## src/rtl/ladder_lpf_sched.sv

```systemverilog
// Four-pole ladder low-pass, one shared multiplier time-sliced over
// N_CH channels: feedback term then four stages per channel, one op per clk.
module ladder_lpf_sched #(
  parameter int W    = 16,
  parameter int N_CH = 4
) (
  input  logic              clk,
  input  logic              rst,
  input  logic              sample_clk,
  input  logic [N_CH*W-1:0] sample_in,
  input  logic [W-1:0]      g,
  input  logic [W-1:0]      resonance,
  output logic [N_CH*W-1:0] sample_out,
  output logic              out_valid,
  output logic              busy,
  output logic              overrun
);

  localparam int CW = (N_CH > 1) ? $clog2(N_CH) : 1;
  localparam int PW = 2*W + 2;

  localparam logic [2:0] IDLE = 3'd0;
  localparam logic [2:0] FB   = 3'd1;
  localparam logic [2:0] S1   = 3'd2;
  localparam logic [2:0] S2   = 3'd3;
  localparam logic [2:0] S3   = 3'd4;
  localparam logic [2:0] S4   = 3'd5;
  localparam logic [2:0] DONE = 3'd6;

  localparam logic signed [PW-1:0] HI =
    {{(W+3){1'b0}}, {(W-1){1'b1}}};
  localparam logic signed [PW-1:0] LO =
    {{(W+3){1'b1}}, {(W-1){1'b0}}};

  logic [2:0]          state;
  logic [CW-1:0]       ch;
  logic                prev;
  logic                strobe;
  logic signed [W-1:0] in_lat [N_CH];
  logic [W-1:0]        g_lat;
  logic [W-1:0]        res_lat;
  logic signed [W-1:0] st [N_CH][4];
  logic signed [W-1:0] x_r;

  logic [1:0]           k;
  logic signed [W-1:0]  cur;
  logic signed [W-1:0]  prv;
  logic signed [W:0]    diff;
  logic signed [PW-1:0] op_a;
  logic signed [PW-1:0] op_b;
  logic signed [PW-1:0] prod;
  logic signed [PW-1:0] fb_sh;
  logic signed [PW-1:0] dk_sh;
  logic signed [PW-1:0] in_wide;
  logic signed [PW-1:0] cur_wide;
  logic signed [PW-1:0] x_wide;
  logic signed [PW-1:0] a_wide;
  logic signed [W-1:0]  x_next;
  logic signed [W-1:0]  a_next;

  function automatic logic signed [W-1:0] sat(
    input logic signed [PW-1:0] v
  );
    if (v > HI) return {1'b0, {(W-1){1'b1}}};
    if (v < LO) return {1'b1, {(W-1){1'b0}}};
    return v[W-1:0];
  endfunction

  assign strobe = sample_clk & ~prev;
  assign busy   = (state != IDLE);

  always_comb begin
    k = 2'd0;
    unique case (1'b1)
      (state == S2): k = 2'd1;
      (state == S3): k = 2'd2;
      (state == S4): k = 2'd3;
      default:       k = 2'd0;
    endcase
  end

  // Intermediates are full product width so nothing can wrap before sat().
  always_comb begin
    cur  = st[ch][k];
    prv  = (state == S1) ? x_r : st[ch][k - 2'd1];
    diff = {prv[W-1], prv} - {cur[W-1], cur};
    if (state == FB) begin
      op_a = {{(W+2){st[ch][3][W-1]}}, st[ch][3]};
      op_b = {{(W+2){1'b0}}, res_lat};
    end else begin
      op_a = {{(W+1){diff[W]}}, diff};
      op_b = {{(W+2){1'b0}}, g_lat};
    end
    prod     = op_a * op_b;
    fb_sh    = prod >>> 13;
    dk_sh    = prod >>> 15;
    in_wide  = {{(W+2){in_lat[ch][W-1]}}, in_lat[ch]};
    cur_wide = {{(W+2){cur[W-1]}}, cur};
    x_wide   = in_wide - fb_sh;
    a_wide   = cur_wide + dk_sh;
    x_next   = sat(x_wide);
    a_next   = sat(a_wide);
  end

  always_ff @(posedge clk) begin
    if (rst) begin
      state      <= IDLE;
      ch         <= '0;
      prev       <= 1'b1;
      out_valid  <= 1'b0;
      overrun    <= 1'b0;
      sample_out <= '0;
      x_r        <= '0;
      g_lat      <= '0;
      res_lat    <= '0;
      for (int c = 0; c < N_CH; c++) begin
        in_lat[c] <= '0;
        for (int j = 0; j < 4; j++) st[c][j] <= '0;
      end
    end else begin
      prev      <= sample_clk;
      out_valid <= 1'b0;
      if (strobe && busy) overrun <= 1'b1;
      unique case (state)
        IDLE: if (strobe) begin
          for (int c = 0; c < N_CH; c++)
            in_lat[c] <= sample_in[c*W +: W];
          g_lat   <= g;
          res_lat <= resonance;
          ch      <= '0;
          state   <= FB;
        end
        FB: begin
          x_r   <= x_next;
          state <= S1;
        end
        S1, S2, S3: begin
          st[ch][k] <= a_next;
          state     <= state + 3'd1;
        end
        S4: begin
          st[ch][k] <= a_next;
          if (ch == CW'(N_CH - 1)) begin
            state <= DONE;
          end else begin
            ch    <= ch + CW'(1);
            state <= FB;
          end
        end
        DONE: begin
          for (int c = 0; c < N_CH; c++)
            sample_out[c*W +: W] <= st[c][3];
          out_valid <= 1'b1;
          state     <= IDLE;
        end
        default: state <= IDLE;
      endcase
    end
  end

endmodule

```

## config.mk

```make
export PLATFORM = sky130hd
export DESIGN_NAME = ladder_lpf_sched
export DESIGN_NICKNAME = d
export VERILOG_FILES = /design/src/rtl/ladder_lpf_sched.sv
export SDC_FILE = /design/constraint.sdc
export NUM_CORES = 2
export LEC_CHECK = 0
export ABC_AREA = 1
export CORE_MARGIN = 5
export CORE_UTILIZATION = 60
export CTS_BUF_LIST = sky130_fd_sc_hd__clkbuf_8
export DETAILED_ROUTE_END_ITERATION = 10
export HOLD_SLACK_MARGIN = 0.12
export PLACE_DENSITY_LB_ADDON = 0.12
export REMOVE_ABC_BUFFERS = 1
export SLEW_MARGIN = 20
export SYNTH_ARGS = -nofsm -noshare
export SYNTH_HDL_FRONTEND = slang
export SYNTH_SLANG_ARGS = --single-unit
```

## constraint.sdc

```tcl
create_clock -name clk -period 14.1 [get_ports clk]
set_input_delay 2.115 -clock clk [delete_from_list [all_inputs] [get_ports clk]]
set_output_delay 2.115 -clock clk [all_outputs]
set_load 0.02 [all_outputs]
```

==> results.tsv <==
metric	value	unit
status	finished clean	
hold path cells	2	
clock skew after layout	0.03385	ns
area overhead of the layout relative to synthesis	11.75	%
# DRC	0	
proportion of synthesized chip area in sequential cells	36.55	%
vias in the first global route	26130	
fmax	75.22	MHz
Slew headroom	29.63	%
total of hold buffers inserted after clock tree synthesis	0	
Clock Latency Late Sink	0.67	ns
pin count of the biggest net entering global routing	81	
unrepaired setup endpoints after global routing	false	
commonest cells after routing, fill and taps aside	723 x sky130_fd_sc_hd__nand2_1, 619 x sky130_fd_sc_hd__inv_1, 614 x sky130_fd_sc_hd__nor2_1, 320 x sky130_fd_sc_hd__edfxtp_1, 273 x sky130_fd_sc_hd__fa_1	
Critical Path RT	14.49	ns
first-pass GRT wire length	143.8	mm
violation count after the first detailed-routing iteration	2751	
Antenna Violating Nets Remaining	0	
CTS Sinks	442	
YS warnings	0	
buffers inserted by post-CTS timing repair	0	
net count reported at finish	4539	
effective utilization at floorplan	60.21	%
total of buffers placed on input and output ports	165	
Critical Path AT	13.68	ns
number of rows created at floorplan	86	
summed negative setup slack over all endpoints	0	ns
number of cells upsized or downsized after cts	0	
mean number of vias per cell	5.576	
htree depth	3	
Max Transition Viols Final	0	
fill cell count	4566	
clock root buffer	sky130_fd_sc_hd__clkbuf_8	
DIE AREA	59750	um^2
Min Clock Period, post-route	13.29	ns
Num CTS Buffers	75	
count of flip-flops with a built-in enable after synthesis	320	
Final Setup Violations	0	
number of antenna diodes	0	
HPWL after detailed placement	67.10	mm
die boundary width	244.4	um
fraction of synthesis flops using an asynchronous set or reset pin	0	%
io pins	166	
cells on worst reg2reg path	59	
average size of a mapped cell	8.484	um^2
path class of the lowest-slack min-delay path	reg2reg	
number of failing hold endpoints at the final stage	0	
category of the worst setup path capture point	flip-flop	
clock tree from TritonCTS	done	
most frequent CP cell	sky130_fd_sc_hd__nand2_1	
post-synth design cell area	32980	um^2
fraction of layout instances using a drive strength above 1	7.904	%
antenna violations before repair	0	
main flop type after synthesis	sky130_fd_sc_hd__edfxtp_1	
total number of vias	26640	
overall global routing resource usage	30.64	%
count of cell types in the netlist	51	
Least-Margin Pin Slew	1.053	ns
most frequent standard cell in the layout excluding fill and tap cells	sky130_fd_sc_hd__nand2_1	
Tcrit/Tclk final	94.28	%
slowest stage cell, crit path	sky130_fd_sc_hd__ha_1	
critical path peak fanout	16	
clk slew on worst S/H paths	0.06	ns
peak per-stage delay on the critical path	0.60	ns
router iterations before antenna repair	5	
GRT Residual Overflow	0	
critical path type	reg2reg	
Worst Setup Start Kind	flip-flop	
total core area	54770	um^2
final wirelength	91.19	mm
Post-Synthesis Cells	3887	
deepest clock path buffer count	3	
Maximum Capacitance Violations	0	
synthesis-stage register bit count	442	
routed length per placed instance	19.09	um
DIE HEIGHT	244.4	um
Final GP Congestion	1.031	
==> critical path, delay by kind of cell, from the launching register on <==
family                     cells  cell delay [ns]
AOI/OAI and AO/OA             21             3.75
xor gates and xnor gates       3             0.77
buffers and inverters         10             1.62
adders and majority gates     11             4.94
DFF                            1             0.39
and+or+nand+nor               14             1.56
==> per-layer routing <==
metal,part of all wire [%],global-route usage [%]
met1,42,43.51
met2,44,47.24
met3,9.7,5.825
met4,4.2,11.90
met5,0,0
==> area by class of cell <==
class | instances | area (um^2) | area share (%)
Sequential cell | 442 | 12060 | 32.71
Inverter | 630 | 2392 | 6.492
Timing Repair Buffer | 224 | 2125 | 5.765
Multi-Input combinational cell | 2639 | 17840 | 48.41
Clock buffer | 87 | 1197 | 3.249
Clock inverter | 52 | 359.1 | 0.9745
Tap cell | 704 | 880.8 | 2.390
==> synth_stat cells (all sizes together), types with 10 or more instances <==
| cell type | count | area, um^2 |
|---|---|---|
| or2 | 18 | 112.6 |
| inv | 617 | 2316 |
| nand2 | 725 | 2724 |
| buf | 48 | 286.5 |
| a21oi | 190 | 969.7 |
| xnor2 | 32 | 280.3 |
| clkinv | 13 | 48.80 |
| a32oi | 13 | 113.9 |
| a31oi | 10 | 62.56 |
| edfxtp | 320 | 9609 |
| o22ai | 58 | 362.9 |
| nor3 | 15 | 80.08 |
| nor2 | 715 | 2932 |
| ha | 155 | 1939 |
| xor2 | 50 | 445.4 |
| nand3 | 88 | 440.4 |
| fa | 273 | 5465 |
| dfxtp | 122 | 2442 |
| clkbuf | 128 | 481.7 |
| a32o | 50 | 500.5 |
| o21ai | 198 | 994.7 |
==> cell families after synthesis <==
family | share of synthesized area [%]
and+or+nand+nor | 19.37
xor gates and xnor gates | 2.201
AOI/OAI and AO/OA | 9.930
buffers and inverters | 9.501
DFF | 36.55
adders and majority gates | 22.45
==> through the flow <==
stage	hold WS (ns)	setup slack (ns)	cells	instance area, um^2	util, %
6_report	0.4647	0.8060	4778	36850	67.28
5_1_grt	0.4776	0.04727	4778	36850	67.28
4_1_cts	0.4656	0.6730	4777	36790	67.18
3_5_place_dp	0.4549	0.7519	4638	35240	64.34
3_3_place_gp	0.4531	0.7540	4638	35240	64.34
2_1_floorplan	0.4361	-0.8590	3711	32210	-
==> final timing paths <==
path	from	endpoint	slack, ns
worst max-delay path	state[0]	st[1][6]	0.81
worst max register to register	state[0]	st[1][6]	0.81
worst min register to register	g_lat[14]	g_lat[14]	0.46
worst min-delay path	g_lat[14]	g_lat[14]	0.46
==> registers in the layout, indices dropped and copies added, names as in the netlist, named ones only <==
| register | count |
|---|---|
| x_r | 16 |
| st | 256 |
| ch | 2 |
| res_lat | 16 |
| prev | 1 |
| overrun | 1 |
| state | 3 |
| out_valid | 1 |
| sample_out | 64 |
| g_lat | 16 |
| in_lat | 64 |
Power is left out: the tool's default activity adds up to more than one toggle a clock period on the data nets, which glitch-free logic cannot reach.
